==> src/rtl/output_sequencer.sv <==
// Serializes LANES-wide output-channel groups into a single-element stream in
// (oy, ox, oc) order, trimming the partial last oc group and flagging the layer's final element.
module output_sequencer #(
  parameter int ACC_W = 32,
  parameter int LANES = 8,
  parameter int DIM_W = 16
) (
  input  logic                   clk,
  input  logic                   rst_n,
  input  logic                   cfg_start,
  input  logic [DIM_W-1:0]       cfg_oh,
  input  logic [DIM_W-1:0]       cfg_ow,
  input  logic [DIM_W-1:0]       cfg_oc,
  output logic                   busy,
  output logic                   done,
  output logic                   cfg_err,
  input  logic                   grp_valid,
  output logic                   grp_ready,
  input  logic [LANES*ACC_W-1:0] grp_data,
  output logic                   out_valid,
  input  logic                   out_ready,
  output logic [ACC_W-1:0]       out_data,
  output logic                   out_last
);

  localparam int LIDX_W = $clog2(LANES);
  localparam logic [DIM_W:0]  LANES_WIDE = (DIM_W+1)'(LANES);
  localparam logic [LIDX_W:0] LANES_CNT  = (LIDX_W+1)'(LANES);
  localparam logic [LIDX_W:0] ONE_CNT    = (LIDX_W+1)'(1);

  typedef enum logic [1:0] {IDLE = 2'd0, LOAD = 2'd1, EMIT = 2'd2, DONE = 2'd3} state_t;

  state_t                 state_r;
  logic [DIM_W-1:0]       oh_r, ow_r, oc_r;
  logic [DIM_W-1:0]       oy_r, ox_r, oc_base_r;
  logic [LANES*ACC_W-1:0] data_buf_r;
  logic [LIDX_W-1:0]      lane_idx_r;
  logic [LIDX_W:0]        n_lanes_r;

  logic [DIM_W-1:0]       rem_s;
  logic [LIDX_W:0]        n_lanes_s;
  logic                   more_oc_s;
  logic                   last_grp_s;
  logic                   lane_end_s;
  logic [LIDX_W-1:0]      nxt_idx_s;
  logic                   nxt_last_s;
  logic                   load_last_s;

  function automatic logic [ACC_W-1:0] lane_word(input logic [LANES*ACC_W-1:0] vec,
                                                 input logic [LIDX_W-1:0] idx);
    return vec[int'(idx)*ACC_W +: ACC_W];
  endfunction

  // Group bookkeeping; oc_base+LANES is compared one bit wider so it cannot wrap.
  always_comb begin
    rem_s      = oc_r - oc_base_r;
    more_oc_s  = ({1'b0, oc_base_r} + LANES_WIDE) < {1'b0, oc_r};
    last_grp_s = (oy_r == oh_r - DIM_W'(1)) && (ox_r == ow_r - DIM_W'(1)) && !more_oc_s;
    if (rem_s >= DIM_W'(LANES)) begin
      n_lanes_s = LANES_CNT;
    end else begin
      n_lanes_s = rem_s[LIDX_W:0];
    end
    nxt_idx_s   = lane_idx_r + LIDX_W'(1);
    lane_end_s  = ({1'b0, lane_idx_r} == n_lanes_r - ONE_CNT);
    nxt_last_s  = last_grp_s && ({1'b0, nxt_idx_s} == n_lanes_r - ONE_CNT);
    load_last_s = last_grp_s && (n_lanes_s == ONE_CNT);
  end

  // Sequencer FSM with all outputs registered.
  always_ff @(posedge clk or negedge rst_n) begin
    if (!rst_n) begin
      state_r    <= IDLE;
      oh_r       <= {DIM_W{1'b0}};
      ow_r       <= {DIM_W{1'b0}};
      oc_r       <= {DIM_W{1'b0}};
      oy_r       <= {DIM_W{1'b0}};
      ox_r       <= {DIM_W{1'b0}};
      oc_base_r  <= {DIM_W{1'b0}};
      data_buf_r <= {(LANES*ACC_W){1'b0}};
      lane_idx_r <= {LIDX_W{1'b0}};
      n_lanes_r  <= {(LIDX_W+1){1'b0}};
      busy       <= 1'b0;
      done       <= 1'b0;
      cfg_err    <= 1'b0;
      grp_ready  <= 1'b0;
      out_valid  <= 1'b0;
      out_data   <= {ACC_W{1'b0}};
      out_last   <= 1'b0;
    end else begin
      done    <= 1'b0;
      cfg_err <= 1'b0;
      case (state_r)
        IDLE: begin
          if (cfg_start) begin
            if ((cfg_oh == {DIM_W{1'b0}}) || (cfg_ow == {DIM_W{1'b0}}) || (cfg_oc == {DIM_W{1'b0}})) begin
              cfg_err <= 1'b1;
            end else begin
              oh_r      <= cfg_oh;
              ow_r      <= cfg_ow;
              oc_r      <= cfg_oc;
              oy_r      <= {DIM_W{1'b0}};
              ox_r      <= {DIM_W{1'b0}};
              oc_base_r <= {DIM_W{1'b0}};
              busy      <= 1'b1;
              grp_ready <= 1'b1;
              state_r   <= LOAD;
            end
          end
        end
        LOAD: begin
          if (grp_valid) begin
            data_buf_r <= grp_data;
            lane_idx_r <= {LIDX_W{1'b0}};
            n_lanes_r  <= n_lanes_s;
            grp_ready  <= 1'b0;
            out_valid  <= 1'b1;
            out_data   <= grp_data[ACC_W-1:0];
            out_last   <= load_last_s;
            state_r    <= EMIT;
          end
        end
        EMIT: begin
          if (out_ready) begin
            if (lane_end_s) begin
              out_valid <= 1'b0;
              out_last  <= 1'b0;
              out_data  <= {ACC_W{1'b0}};
              if (more_oc_s) begin
                oc_base_r <= oc_base_r + DIM_W'(LANES);
              end else if (ox_r < ow_r - DIM_W'(1)) begin
                oc_base_r <= {DIM_W{1'b0}};
                ox_r      <= ox_r + DIM_W'(1);
              end else if (oy_r < oh_r - DIM_W'(1)) begin
                oc_base_r <= {DIM_W{1'b0}};
                ox_r      <= {DIM_W{1'b0}};
                oy_r      <= oy_r + DIM_W'(1);
              end else begin
                oc_base_r <= oc_base_r;
              end
              if (last_grp_s) begin
                done    <= 1'b1;
                state_r <= DONE;
              end else begin
                grp_ready <= 1'b1;
                state_r   <= LOAD;
              end
            end else begin
              lane_idx_r <= nxt_idx_s;
              out_data   <= lane_word(data_buf_r, nxt_idx_s);
              out_last   <= nxt_last_s;
            end
          end
        end
        DONE: begin
          busy    <= 1'b0;
          state_r <= IDLE;
        end
        default: begin
          state_r <= IDLE;
        end
      endcase
    end
  end

endmodule

==> config.mk <==
export PLATFORM = sky130hd
export DESIGN_NAME = output_sequencer
export DESIGN_NICKNAME = d
export VERILOG_FILES = /design/src/rtl/output_sequencer.sv
export SDC_FILE = /design/constraint.sdc
export NUM_CORES = 1
export LEC_CHECK = 0
export ABC_AREA = 1
export BUFFER_PORTS_ARGS = -buffer_cell sky130_fd_sc_hd__buf_4
export CORE_MARGIN = 5
export CORE_UTILIZATION = 48
export DETAILED_ROUTE_END_ITERATION = 16
export HOLD_SLACK_MARGIN = 0.12
export PLACE_DENSITY = 0.69
export REMOVE_ABC_BUFFERS = 1
export SYNTH_ARGS = -nofsm -noshare
export SYNTH_HDL_FRONTEND = slang
export SYNTH_SLANG_ARGS = --single-unit
==> constraint.sdc <==
create_clock -name clk -period 4.22 [get_ports clk]
set_clock_uncertainty 0.1 [all_clocks]
set_input_delay 0.211 -clock clk [delete_from_list [all_inputs] [get_ports clk]]
set_output_delay 0.211 -clock clk [all_outputs]
set_load 0.05 [all_outputs]
[After elaboration in Yosys (flattened, before gate mapping)]
Cells that the tools add are included.
Cells by class
  $add $sub $neg: 9
  magnitude comparators: 4
  equal/unequal tests: 20
  shift-type cells: 1
  mux-type cells: 58
  bitwise gates (word level): 1
  reduce and logical (&&, ||, !) cells: 26
Operators by type and width (number)
  $mux W16: 16
  $shiftx A256 B9 Y32: 1
  $mux W32: 3
  $pmux W16 S2: 3
  $pmux W32 S2: 1
  $logic_not A16 Y1: 3
  $add A16 B1 Y16 const B: 2
  $eq A16 B16 Y1: 2
  $lt A16 B16 Y1: 2
  $sub A16 B1 Y16 const B: 2
  $ne A2 B2 Y1 const B: 10
  $mux W1: 19
  $add A16 B4 Y17 const B: 1
  $lt A17 B16 Y1: 1
  $add A16 B4 Y16 const B: 1
  $ge A16 B4 Y1 const B: 1
  $sub A16 B16 Y16: 1
  $reduce_and A7 Y1: 2
  $mux W2: 6
  $mux W3: 3
  $reduce_and A3 Y1: 3
  $eq A3 B4 Y1: 2
  $pmux W2 S4: 1
  $reduce_and A4 Y1: 2
  22 further kinds: 31
Word-level totals
  bits in registers: 399
  input port bits: 309
  output and inout bits: 38
  logic and storage cells: 136

[Depth between registers and ports, before layout]
Gate-level depths: netlist of the first run.
  depth in word-level cells: 8
  gate-level depth with buffers: 22
  gate-level depth less buffers: 21

[Least setup slack after synthesis of the first run]
Ideal clock, no wire load.
  kind: register to register
  start point: register oh_r[2]
  end point: register ox_r[2]
  setup time: 0.126 ns
  arrival: 3.297 ns
  data required time: 3.994 ns
  setup slack: 0.696 ns
  cell stages (with the launch flop): 22
  path buffers: 1
  period minus slack after synthesis: 3.524 ns
  path through: dfrtp_1 > nor2_1 > nand2_1 > nor3_1 > nand2_1 > nor3_1 > nand2_1 > nor3_1 > nand3b_1 > xnor2_1 > inv_1 > ha_1 > nand2_1 > nor4_1 > nand2_1 > nand2_1 > nand2_1 > nor2_1 > nor2_2 > nand2_1 > buf_2 > o21ai_0
Between the ends
  cells in the longest elaborated chain, start to end: 4
RTL lines
  from (decl): RTL line 34  | logic [DIM_W-1:0] oh_r, ow_r, oc_r;
  from (signal assigned): RTL line 74  | oh_r <= {DIM_W{1'b0}};
  from (signal assigned): RTL line 99  | oh_r <= cfg_oh;
  $sub A16 B1 Y16: RTL line 134  | end else if (oy_r < oh_r - DIM_W'(1)) begin
  $lt A16 B16 Y1: RTL line 134
  $ne A3 B3 Y1 (no line)
  $reduce_and A7 Y1 (no line)
  to (signal assigned): RTL line 103  | ox_r <= {DIM_W{1'b0}};
  to (signal assigned): RTL line 133  | ox_r <= ox_r + DIM_W'(1);
  to (signal assigned): RTL line 136  | ox_r <= {DIM_W{1'b0}};
  to (decl): RTL line 35  | logic [DIM_W-1:0] oy_r, ox_r, oc_base_r;
No other way between the ends.
A chain may end at the register's enable or synchronous reset.

[Worst setup path in the final report of the first run]
  start point: register ow_r[2]
  end point: register ox_r[7]
Between the ends
  cells in the longest elaborated chain, start to end: 7
  elaborated cells on any way between the ends: 9
  those cells by class: 1 x add/sub; 1 x order compare; 1 x eq/ne; 5 x mux; 1 x reduce/logical
RTL lines
  from (decl): RTL line 34
  from (signal assigned): RTL line 75  | ow_r <= {DIM_W{1'b0}};
  from (signal assigned): RTL line 100  | ow_r <= cfg_ow;
  $sub A16 B1 Y16 (*): RTL line 131  | end else if (ox_r < ow_r - DIM_W'(1)) begin
  $lt A16 B16 Y1 (*): RTL line 131
  $mux W16: RTL line 131
  $mux W16: RTL line 129  | if (more_oc_s) begin
  $mux W16: RTL line 125  | if (lane_end_s) begin
  $mux W16: RTL line 124  | if (out_ready) begin
  $pmux W16 S2: RTL line 93  | case (state_r)
Mark *: on every way between the ends. The rest lies on a longest branch, timed or not. The select of a mux whose other input is x is not followed.

==> impl_metrics.prom, run 1 <==
# TYPE chip_impl_metric gauge
chip_impl_metric{name="net-switching-power",unit="mW"} 8.20
chip_impl_metric{name="postPlaceCellArea",unit="sq mm"} 0.0242
chip_impl_metric{name="post_route_cells_drive_above_1_share",unit=""} 0.139
chip_impl_metric{name="worst_ir_drop_vdd",unit="V"} 0.000510
chip_impl_metric{name="wirelength",unit="um"} 69700
chip_impl_info{name="synthTopCellsByArea",value="dfrtp_1 47%, nand2_1 16%, o21ai_0 6.9%, inv_1 5.6%, ha_1 3.8%"} 1
chip_impl_metric{name="synthesis_to_layout_area_growth",unit="%"} 36.7
chip_impl_info{name="ys_dominant_reg_cell",value="dfrtp_1"} 1
chip_impl_metric{name="grt_first_pass_wirelength",unit="um"} 110000
chip_impl_metric{name="yosysWarningCount",unit=""} 0
chip_impl_metric{name="dp_cells",unit=""} 3610
chip_impl_metric{name="global_route.usage.total",unit=""} 0.283
chip_impl_info{name="startpoint_type",value="flop"} 1
chip_impl_metric{name="postSynth.asyncResetShare",unit=""} 1.00
chip_impl_info{name="cp_cell_sequence",value="nor2_1 -> nand2_1 -> nor3_1 -> buf_4 -> nand4_1 -> nor3_1 -> nor3b_1 -> xnor2_1 -> ha_1 -> nand2_1 -> inv_1 -> nand3_1 -> inv_1 -> a21oi_1 -> nand2_2 -> inv_1 -> nor2_1 -> nor2_2 -> nand2_1 -> buf_6 -> nand2_1 -> o21ai_0"} 1
chip_impl_metric{name="power.leakage",unit="nW"} 14.3
chip_impl_metric{name="comb_power_share",unit=""} 0.459
chip_impl_metric{name="core",unit="sq mm"} 0.0439
chip_impl_metric{name="cts_buffer_depth",unit=""} 3
chip_impl_metric{name="drcViolationCount",unit=""} 0
chip_impl_metric{name="power_density",unit="mW/mm^2"} 660
chip_impl_metric{name="grt_antenna_before_repair",unit=""} 2
chip_impl_metric{name="die_h",unit="um"} 220
chip_impl_metric{name="post_synth_instance_area",unit="sq mm"} 0.0211
chip_impl_metric{name="number_of_cells_produced_by_synthesis",unit=""} 2788
chip_impl_info{name="critPathKind",value="flop to flop"} 1
chip_impl_metric{name="period_utilisation_layout",unit=""} 0.889
chip_impl_metric{name="drt-pass1-iter-count",unit=""} 6
chip_impl_metric{name="timing_worst_slew_pin_value",unit="ns"} 1.17
chip_impl_metric{name="routabilityCongestion",unit=""} 0.894
chip_impl_info{name="rsz0062_at_grt",value="false"} 1
chip_impl_metric{name="hold_slack",unit="ns"} 0.251
chip_impl_metric{name="relSlewSlack",unit=""} 0.219
chip_impl_info{name="critical_path.slowest_cell",value="dfrtp_1"} 1
chip_impl_metric{name="fillCellCount",unit=""} 3528
chip_impl_metric{name="finalCriticalPeriod",unit="ns"} 3.75
chip_impl_metric{name="yosys_register_bits",unit=""} 396
chip_impl_info{name="outcome",value="complete, no violations"} 1
chip_impl_metric{name="wire_per_inst",unit="um"} 17.4
chip_impl_info{name="tritoncts_clock_tree",value="yes"} 1
chip_impl_info{name="yosys-top-cells-count",value="885 x nand2_1, 396 x dfrtp_1, 318 x inv_1, 292 x o21ai_0, 147 x a21oi_1"} 1
chip_impl_metric{name="post_synth.cell_area_avg",unit="sq um"} 7.59
chip_impl_metric{name="clock_latency",unit="ns"} 0.57
chip_impl_metric{name="cell_internal_pwr",unit="mW"} 10.9
chip_impl_metric{name="port_buffers",unit=""} 346
chip_impl_metric{name="htree_num_levels",unit=""} 2
chip_impl_metric{name="timing.critical_path.slowest_cell_delay",unit="ns"} 0.42
chip_impl_info{name="clock_tree.root_cell",value="clkbuf_16"} 1
chip_impl_metric{name="dieWidth",unit="um"} 220
chip_impl_metric{name="gr-total-overflow",unit=""} 0
chip_impl_metric{name="share_seq_of_total_power",unit=""} 0.329
chip_impl_info{name="holdCritPathClass",value="input port to async pin"} 1
chip_impl_metric{name="cts-buffers-inserted",unit=""} 45
chip_impl_metric{name="slew_viol_final",unit=""} 0
chip_impl_metric{name="max_cap_violations",unit=""} 0
chip_impl_metric{name="max_freq",unit="MHz"} 266
chip_impl_metric{name="io_pins",unit=""} 347
chip_impl_metric{name="route.vias.total",unit=""} 21200
chip_impl_metric{name="proportion_of_power_drawn_by_the_clock_network",unit=""} 0.211
chip_impl_metric{name="p_sw_frac",unit=""} 0.429
chip_impl_info{name="path_common_cell",value="nand2_1"} 1
chip_impl_metric{name="clk_pin_slew",unit="ns"} 0.06
chip_impl_metric{name="crit_fanout",unit=""} 32
chip_impl_metric{name="clock_sinks",unit=""} 396
chip_impl_info{name="synth_largest_area_cell",value="dfrtp_1"} 1
chip_impl_metric{name="number_of_vias_per_cell",unit=""} 5.30
chip_impl_info{name="synthMostInstantiatedCell",value="nand2_1"} 1
chip_impl_metric{name="placement_rows",unit=""} 77
chip_impl_metric{name="arrival",unit="ns"} 4.10
chip_impl_info{name="end_kind",value="flop"} 1
chip_impl_metric{name="timing.setup.tns",unit="ns"} 0
chip_impl_metric{name="final_area",unit="sq mm"} 0.0289
chip_impl_metric{name="hold_viol_final",unit=""} 0
chip_impl_metric{name="initial_core_util",unit=""} 0.481
chip_impl_metric{name="via_count_of_the_first_global_routing_pass",unit=""} 21500
chip_impl_metric{name="p_total",unit="mW"} 19.1
chip_impl_metric{name="drt-initial-drc-count",unit=""} 2144
chip_impl_metric{name="ant_nets",unit=""} 0
chip_impl_metric{name="grt_max_degree",unit=""} 127
chip_impl_metric{name="number_of_buffers_added_for_setup_after_cts",unit=""} 0
chip_impl_metric{name="hpwlAfterDp",unit="um"} 42500
chip_impl_metric{name="synth_cell_type_count",unit=""} 41
chip_impl_metric{name="final_cell_count_no_fill",unit=""} 4003
chip_impl_metric{name="dieArea",unit="sq mm"} 0.0484
chip_impl_metric{name="worst_ep_required_time",unit="ns"} 4.57
chip_impl_metric{name="number_of_synthesized_flops_with_an_enable_pin",unit=""} 0
chip_impl_metric{name="final-setup-viol-count",unit=""} 0
chip_impl_metric{name="net_total_in_the_final_layout",unit=""} 3750
chip_impl_metric{name="netlist.area_leader.share",unit=""} 0.469
chip_impl_metric{name="ys_seq_area_frac",unit=""} 0.469
-- state kept, by name, indices dropped and copies added, names as in the netlist --
| register | flops |
|---|---|
| busy | 1 |
| cfg_err | 1 |
| data_buf_r | 256 |
| done | 1 |
| grp_ready | 1 |
| lane_idx_r | 3 |
| n_lanes_r | 4 |
| oc_base_r | 13 |
| oc_r | 16 |
| oh_r | 16 |
| out_data | 32 |
| out_last | 1 |
| out_valid | 1 |
| ow_r | 16 |
| ox_r | 16 |
| oy_r | 16 |
| state_r | 2 |
-- worst max-delay path, delay by kind of cell, from the launching register on --
kind	cells	cell delay, ns
AOI/OAI and AO/OA	2	0.26
xor gates and xnor gates	1	0.15
adders and majority gates	1	0.26
buffers and inverters	5	0.67
DFF	1	0.42
and+or+nand+nor	13	1.77
-- final timing paths --
check / end / start / depth (start not counted) / slack, ns
worst min-delay path: data_buf_r[228] / rst_n / 2 / 0.25
worst max-delay path: ox_r[7] / ow_r[2] / 22 / 0.47
worst min register to register: data_buf_r[222] / data_buf_r[222] / 2 / 0.38
worst max register to register: ox_r[7] / ow_r[2] / 22 / 0.47
max in group asynchronous: oc_r[13] / rst_n / 3 / 2.69
min in group clk: data_buf_r[164] / grp_data[164] / 4 / 0.29
-- layout make-up --
class                           instances  area (sq um)  area share
Antenna cell                            2          5.00    0.000173
Timing Repair Buffer                  684          6020       0.208
Multi-Input combinational cell       1927          9480       0.328
Sequential cell                       396          9910       0.343
Clock inverter                          8           126     0.00437
Tap cell                              592           741      0.0256
Clock buffer                           72          1400      0.0484
Inverter                              322          1220      0.0421
-- kinds of logic (layout without fill, tap and decap cells) --
kind of cell | after synthesis | in the layout | synth area share
and+or+nand+nor | 1239 | 1239 | 0.241
AOI/OAI and AO/OA | 558 | 558 | 0.140
buffers and inverters | 465 | 1086 | 0.0850
DFF | 396 | 396 | 0.469
adders and majority gates | 65 | 65 | 0.0385
xor gates and xnor gates | 64 | 64 | 0.0265
other | 1 | 3 | 0.000177
-- cells in the final DEF, fill, tap and decap left out, types with 41 or more instances in the layout --
| cell | count |
|---|---|
| buf_4 | 363 |
| nand2_1 | 883 |
| nor2_1 | 122 |
| nand3_1 | 119 |
| dfrtp_1 | 395 |
| nand4_1 | 49 |
| o21ai_0 | 292 |
| inv_1 | 315 |
| a21oi_1 | 147 |
| o21ai_1 | 42 |
| dlygate4sd3_1 | 311 |
| ha_1 | 65 |
| clkbuf_16 | 46 |
| xor2_1 | 41 |
-- power by group through the flow --
stage               Sequential, mW  Combinational, mW  Clock (mW)
floorplan                     6.73               5.37           0
global placement              6.25               8.16           0
detailed placement            6.30               8.37           0
CTS                           6.25               8.67        4.08
global route                  6.45               9.94        4.24
finish                        6.29               8.77        4.03
-- timing repair --
item                                    in CTS  in global routing
gates resized for setup                      0                  4
endpoints found under the setup margin       0                 45
hold buffers                               311                  0
hold endpoints to repair                   467                  0
-- metal layers --
metal  vias to the layer above  share of wire  global-route usage
met3                       258          0.078              0.0551
met4                         0          0.053               0.147
li1                      10200              -                   -
met2                       914           0.46               0.456
met5                         -              0                   0
met1                      9894           0.41               0.363
-- through the flow --
stage	utilization	setup WS [ns]
2_1_floorplan	-	-5.91
3_3_place_gp	0.552	0.442
3_5_place_dp	0.552	0.280
4_1_cts	0.657	0.266
5_1_grt	0.658	0.0210
6_report	0.658	0.468
(Power assumes the default switching activity.)
==> inputs of run 2 (changes only) <==
Settings changed: CTS_CLUSTER_DIAMETER set to 200, PLACE_DENSITY 0.69 to 0.78, REMOVE_ABC_BUFFERS 1 to unset.
==> impl_metrics.prom, run 2 (synthesized netlist as in run 1, its figures left out) <==
# TYPE chip_impl_metric gauge
chip_impl_metric{name="period_utilisation_layout",unit=""} 0.907
chip_impl_info{name="most_frequent_cells_in_the_layout",value="883 x nand2_1, 395 x dfrtp_1, 364 x buf_4"} 1
chip_impl_metric{name="die_h",unit="um"} 220
chip_impl_metric{name="drcViolationCount",unit=""} 0
chip_impl_metric{name="ant_nets",unit=""} 0
chip_impl_metric{name="route.vias.total",unit=""} 22300
chip_impl_metric{name="dieArea",unit="sq mm"} 0.0484
chip_impl_info{name="tritoncts_clock_tree",value="yes"} 1
chip_impl_metric{name="arrival",unit="ns"} 4.18
chip_impl_info{name="holdCritPathClass",value="input port to async pin"} 1
chip_impl_metric{name="cts_buffer_depth",unit=""} 3
chip_impl_metric{name="crit_fanout",unit=""} 13
chip_impl_metric{name="clock_sinks",unit=""} 396
chip_impl_metric{name="port_buffers",unit=""} 346
chip_impl_metric{name="hold_viol_final",unit=""} 0
chip_impl_metric{name="final_core_utilization",unit=""} 0.659
chip_impl_metric{name="grt_max_degree",unit=""} 108
chip_impl_metric{name="timing.critical_path.slowest_cell_delay",unit="ns"} 0.41
chip_impl_metric{name="clock_latency",unit="ns"} 0.58
chip_impl_metric{name="post_route_cells_drive_above_1_share",unit=""} 0.139
chip_impl_info{name="mostFrequentLayoutCell",value="nand2_1"} 1
chip_impl_metric{name="relSlewSlack",unit=""} 0.332
chip_impl_metric{name="critPathBufInv",unit=""} 5
chip_impl_info{name="largest-register",value="data_buf_r"} 1
chip_impl_metric{name="grt_first_pass_wirelength",unit="um"} 119000
chip_impl_info{name="reg.largest.list",value="data_buf_r x256, out_data x32"} 1
chip_impl_metric{name="syn_nets",unit=""} 3162
chip_impl_metric{name="number_of_vias_per_cell",unit=""} 5.54
chip_impl_metric{name="hpwlAfterDp",unit="um"} 47100
chip_impl_metric{name="worst_ep_required_time",unit="ns"} 4.57
chip_impl_metric{name="number_of_flip_flops_in_the_largest_register",unit=""} 256
chip_impl_info{name="clock_tree.root_cell",value="clkbuf_16"} 1
chip_impl_info{name="critical_path.slowest_cell",value="dfrtp_1"} 1
chip_impl_info{name="startpoint_type",value="flop"} 1
chip_impl_info{name="critPathKind",value="flop to flop"} 1
chip_impl_metric{name="cts-buffers-inserted",unit=""} 44
chip_impl_info{name="outcome",value="complete, no violations"} 1
chip_impl_metric{name="timing.setup.tns",unit="ns"} 0
chip_impl_metric{name="power.leakage",unit="nW"} 14.3
chip_impl_metric{name="wire_per_inst",unit="um"} 19.2
chip_impl_metric{name="clk_pin_slew",unit="ns"} 0.06
chip_impl_info{name="end_kind",value="flop"} 1
chip_impl_metric{name="drt-initial-drc-count",unit=""} 2902
chip_impl_metric{name="pre_cts_ws",unit="ns"} 0.270
chip_impl_metric{name="max_cap_violations",unit=""} 0
chip_impl_metric{name="finalCriticalPeriod",unit="ns"} 3.83
chip_impl_metric{name="timing.final.ws_setup",unit="ns"} 0.392
chip_impl_metric{name="timing_worst_slew_pin_value",unit="ns"} 1.00
chip_impl_metric{name="global_route.usage.total",unit=""} 0.309
chip_impl_metric{name="routabilityCongestion",unit=""} 0.899
chip_impl_info{name="cp_cell_sequence",value="nor2_1 -> nand2_1 -> nor3_1 -> buf_4 -> nand4_1 -> nor3_1 -> nor3b_1 -> xnor2_1 -> ha_1 -> nand2_1 -> inv_1 -> nand3_1 -> inv_1 -> a21oi_1 -> nand2_2 -> inv_1 -> nor2_1 -> nor2_2 -> clkinvlp_4 -> nand3_1 -> nand2_1"} 1
chip_impl_metric{name="power_density",unit="mW/mm^2"} 675
chip_impl_metric{name="final-setup-viol-count",unit=""} 0
chip_impl_metric{name="placement_rows",unit=""} 77
chip_impl_metric{name="worst_ir_drop_vdd",unit="V"} 0.000416
chip_impl_metric{name="core",unit="sq mm"} 0.0439
chip_impl_metric{name="io_pins",unit=""} 347
chip_impl_metric{name="grt_antenna_before_repair",unit=""} 9
chip_impl_metric{name="net_total_in_the_final_layout",unit=""} 3749
chip_impl_info{name="rsz0062_at_grt",value="false"} 1
chip_impl_info{name="worst_path_dominant_cell_family",value="simple AND/OR/NAND/NOR gates"} 1
chip_impl_metric{name="max_freq",unit="MHz"} 261
chip_impl_metric{name="htree_num_levels",unit=""} 2
chip_impl_metric{name="final_area",unit="sq mm"} 0.0289
chip_impl_metric{name="drt-pass1-iter-count",unit=""} 6
chip_impl_metric{name="dieWidth",unit="um"} 220
chip_impl_metric{name="via_count_of_the_first_global_routing_pass",unit=""} 22200
chip_impl_metric{name="postPlaceCellArea",unit="sq mm"} 0.0243
chip_impl_metric{name="synthesis_to_layout_area_growth",unit="%"} 36.8
chip_impl_metric{name="initial_core_util",unit=""} 0.481
chip_impl_metric{name="wirelength",unit="um"} 76900
chip_impl_metric{name="gr-total-overflow",unit=""} 0
chip_impl_metric{name="slew_viol_final",unit=""} 0
## run 2: cell types whose count changed in the layout (fill, tap and decap cells not counted), sizes merged
cell         change
buf              +2
bufinv           +1
clkbuf           -6
clkinv           +3
clkinvlp         +2
diode           +11
dlygate4sd3      -2
## run 2: worst register-to-register path: stages (launching register included)
cell,delay [ns]
dfrtp_1,0.41
nor2_1,0.10
nand2_1,0.08
nor3_1,0.13
buf_4,0.16
nand4_1,0.15
nor3_1,0.28
nor3b_1,0.29
xnor2_1,0.16
ha_1,0.26
nand2_1,0.09
inv_1,0.04
nand3_1,0.08
inv_1,0.05
a21oi_1,0.17
nand2_2,0.16
inv_1,0.24
nor2_1,0.09
nor2_2,0.19
clkinvlp_4,0.28
nand3_1,0.15
nand2_1,0.07
## run 2: worst paths after layout
check | start | end | slack [ns] | cells after the start
min in group clk | grp_data[92] | data_buf_r[92] | 0.29 | 4
hold / removal | rst_n | data_buf_r[92] | 0.13 | 2
hold reg to reg | data_buf_r[182] | data_buf_r[182] | 0.38 | 2
max in group asynchronous | rst_n | out_data[29] | 2.85 | 3
setup / recovery | ow_r[2] | oc_base_r[6] | 0.39 | 21
setup reg to reg | ow_r[2] | oc_base_r[6] | 0.39 | 21
## run 2: through the flow
| step | power [mW] | cells | hold WS (ns) |
|---|---|---|---|
| 2_1_floorplan | 12.2 | 2788 | -0.185 |
| 3_3_place_gp | 14.5 | 3610 | 0.193 |
| 3_5_place_dp | 14.8 | 3610 | 0.193 |
| 4_1_cts | 19.1 | 3999 | 0.191 |
| 5_1_grt | 20.8 | 4010 | 0.222 |
| 6_report | 19.5 | 4014 | 0.125 |
## run 2: routing by layer
metal / vias to the layer above / track usage / part of all wire / wire (um)
met2: 1350 / 0.500 / 0.46 / 35200
met3: 352 / 0.0565 / 0.091 / 6990
li1: 10200 / - / - / -
met5: - / 0 / 0 / 0
met1: 10400 / 0.383 / 0.37 / 28700
met4: 0 / 0.197 / 0.078 / 5970
## run 2: area by class of cell
cell class / instances / area (sq um)
inverters: 322 / 1220
diodes: 13 / 32.5
clock buffers: 66 / 1330
fillers: 3282 / 15000
repair buffers: 684 / 6040
flip-flops and latches: 396 / 9910
multi-input cells: 1927 / 9470
well taps: 592 / 741
clock inverters: 14 / 188
## run 2: repair_timing
item	in CTS	in global routing
hold buffers	309	0
gates resized for setup	0	2
setup buffers	0	2
hold endpoints to repair	434	0
setup endpoints to repair	0	29
## run 2: where the power goes
group	switching [mW]	internal (mW)	leakage, nW	total (mW)
clock	1.63	2.42	0.746	4.05
combinational	5.98	3.07	8.65	9.05
sequential	1.02	5.40	4.95	6.42
==> inputs of run 3 (changes only) <==
Settings changed: CAP_MARGIN set to 10, HOLD_SLACK_MARGIN 0.12 to 0.08, REMOVE_ABC_BUFFERS set to 1.
==> impl_metrics.prom, run 3 (synthesized netlist as in run 1, its figures left out) <==
# TYPE chip_impl_metric gauge
chip_impl_metric{name="route.vias.total",unit=""} 22200
chip_impl_metric{name="multi_input_area",unit="sq mm"} 0.00948
chip_impl_info{name="largest-register",value="data_buf_r"} 1
chip_impl_metric{name="relSlewSlack",unit=""} 0.229
chip_impl_metric{name="post_route_cells_drive_above_1_share",unit=""} 0.142
chip_impl_metric{name="dieArea",unit="sq mm"} 0.0484
chip_impl_metric{name="number_of_flip_flops_in_the_largest_register",unit=""} 256
chip_impl_metric{name="grt_first_pass_wirelength",unit="um"} 117000
chip_impl_metric{name="global_route.usage.total",unit=""} 0.302
chip_impl_info{name="mostFrequentLayoutCell",value="nand2_1"} 1
chip_impl_info{name="reg.largest.list",value="data_buf_r x256, out_data x32"} 1
chip_impl_metric{name="initial_core_util",unit=""} 0.481
chip_impl_metric{name="final-setup-viol-count",unit=""} 0
chip_impl_metric{name="die_h",unit="um"} 220
chip_impl_metric{name="worst_ep_required_time",unit="ns"} 4.63
chip_impl_metric{name="drt-pass1-iter-count",unit=""} 7
chip_impl_metric{name="crit_fanout",unit=""} 13
chip_impl_info{name="rsz0062_at_grt",value="false"} 1
chip_impl_metric{name="cts_buffer_depth",unit=""} 3
chip_impl_metric{name="gr-total-overflow",unit=""} 0
chip_impl_metric{name="pre_cts_ws",unit="ns"} 0.273
chip_impl_metric{name="hold_viol_final",unit=""} 0
chip_impl_metric{name="p_total",unit="mW"} 19.7
chip_impl_metric{name="clock_latency",unit="ns"} 0.58
chip_impl_info{name="critPathKind",value="flop to flop"} 1
chip_impl_info{name="clock_tree.root_cell",value="clkbuf_16"} 1
chip_impl_metric{name="wire_per_inst",unit="um"} 18.8
chip_impl_metric{name="synthesis_to_layout_area_growth",unit="%"} 37.0
chip_impl_info{name="startpoint_type",value="flop"} 1
chip_impl_metric{name="htree_num_levels",unit=""} 2
chip_impl_metric{name="hold_slack",unit="ns"} 0.202
chip_impl_metric{name="max_cap_violations",unit=""} 0
chip_impl_info{name="tritoncts_clock_tree",value="yes"} 1
chip_impl_info{name="end_kind",value="flop"} 1
chip_impl_metric{name="slew_viol_final",unit=""} 0
chip_impl_metric{name="io_pins",unit=""} 347
chip_impl_metric{name="cts-buffers-inserted",unit=""} 45
chip_impl_metric{name="worst_ir_drop_vdd",unit="V"} 0.000394
chip_impl_metric{name="placement_rows",unit=""} 77
chip_impl_metric{name="seqCellArea",unit="sq mm"} 0.00991
chip_impl_info{name="most_frequent_cells_in_the_layout",value="883 x nand2_1, 395 x dfrtp_1, 371 x buf_4"} 1
chip_impl_metric{name="period_utilisation_layout",unit=""} 0.883
chip_impl_metric{name="ant_nets",unit=""} 0
chip_impl_metric{name="timing.final.ws_setup",unit="ns"} 0.496
chip_impl_metric{name="timing_worst_slew_pin_value",unit="ns"} 1.15
chip_impl_metric{name="finalCriticalPeriod",unit="ns"} 3.72
chip_impl_metric{name="net_total_in_the_final_layout",unit=""} 3756
chip_impl_metric{name="wirelength",unit="um"} 75600
chip_impl_metric{name="power.leakage",unit="nW"} 14.4
chip_impl_metric{name="fillCellCount",unit=""} 3318
chip_impl_metric{name="port_buffers",unit=""} 346
chip_impl_info{name="outcome",value="complete, no violations"} 1
chip_impl_metric{name="hpwlAfterDp",unit="um"} 44100
chip_impl_metric{name="grt_max_degree",unit=""} 127
chip_impl_metric{name="drt-initial-drc-count",unit=""} 2612
chip_impl_metric{name="clk_pin_slew",unit="ns"} 0.07
chip_impl_info{name="holdCritPathClass",value="input port to async pin"} 1
chip_impl_metric{name="via_count_of_the_first_global_routing_pass",unit=""} 22400
chip_impl_metric{name="number_of_buffers_added_for_setup_after_cts",unit=""} 0
chip_impl_metric{name="clock_sinks",unit=""} 396
chip_impl_metric{name="grt_antenna_before_repair",unit=""} 2
chip_impl_metric{name="power_density",unit="mW/mm^2"} 679
chip_impl_metric{name="drcViolationCount",unit=""} 0
chip_impl_metric{name="number_of_vias_per_cell",unit=""} 5.53
chip_impl_metric{name="core",unit="sq mm"} 0.0439
chip_impl_metric{name="max_freq",unit="MHz"} 269
chip_impl_metric{name="dieWidth",unit="um"} 220
chip_impl_metric{name="routabilityCongestion",unit=""} 0.859
chip_impl_metric{name="arrival",unit="ns"} 4.13
-- run 3: cell types whose count changed in the layout (fill, tap and decap cells not counted), sizes merged --
cell / before / now
diode: 13 / 1
buf: 375 / 381
clkbuf: 66 / 68
inv: 321 / 323
clkinv: 9 / 10
clkinvlp: 2 / 1
-- run 3: final timing paths --
kind / startpoint / to / slack (ns) / depth (start not counted)
setup / recovery: oh_r[2] / oc_base_r[14] / 0.50 / 21
setup reg to reg: oh_r[2] / oc_base_r[14] / 0.50 / 21
hold / removal: rst_n / data_buf_r[83] / 0.20 / 2
min in group clk: grp_data[198] / data_buf_r[198] / 0.27 / 4
hold reg to reg: data_buf_r[255] / data_buf_r[255] / 0.38 / 2
max in group asynchronous: rst_n / lane_idx_r[0] / 2.75 / 3
-- run 3: metrics by stage --
step                utilization   TNS, ns  instances  area, sq um
finish                    0.659         0       4012        29000
global route              0.659         0       4012        29000
CTS                       0.659         0       4011        28900
detailed placement        0.553         0       3618        24300
global placement          0.553         0       3618        24300
floorplan                     -  -1586.30       2645        20600
-- run 3: cell type report --
type	count	share of cell area
Timing Repair Buffer	690	0.209
Antenna cell	1	0.0000864
Multi-Input combinational cell	1927	0.327
Inverter	322	0.0420
Tap cell	592	0.0256
Sequential cell	396	0.342
Clock inverter	16	0.00734
Clock buffer	68	0.0460
-- run 3: worst max-delay path, cell delays in order (launching register included) --
cell	delay, ns
dfrtp_1	0.41
nor2_1	0.12
nand2_1	0.10
nor3_1	0.28
nand2_1	0.16
nor3_2	0.19
nand2_1	0.13
nor3_2	0.17
nand3b_1	0.11
xnor2_1	0.14
inv_1	0.06
ha_1	0.30
nand2_1	0.11
nor4_2	0.33
nand2_1	0.09
nand2_1	0.08
nand2_1	0.07
nor2_1	0.13
nor2_2	0.07
inv_1	0.30
nand3_1	0.13
nand2_1	0.08
-- run 3: metal layers --
| metal | vias up | part of all wire | global-route usage |
|---|---|---|---|
| li1 | 10200 | - | - |
| met1 | 10400 | 0.38 | 0.371 |
| met2 | 1260 | 0.47 | 0.503 |
| met3 | 364 | 0.094 | 0.0673 |
| met4 | 2 | 0.054 | 0.150 |
| met5 | - | 0.00016 | 0 |
-- run 3: power breakdown --
group,internal [mW],switching [mW],leakage (nW),total [mW]
sequential,5.40,0.979,4.95,6.38
combinational,3.07,6.10,8.67,9.18
clock,2.44,1.67,0.762,4.12
-- run 3: what timing repair did --
action | CTS | global route
hold buffers | 309 | 0
resized for setup | 0 | 4
hold endpoints to repair | 458 | 0
endpoints found under the setup margin | 0 | 45
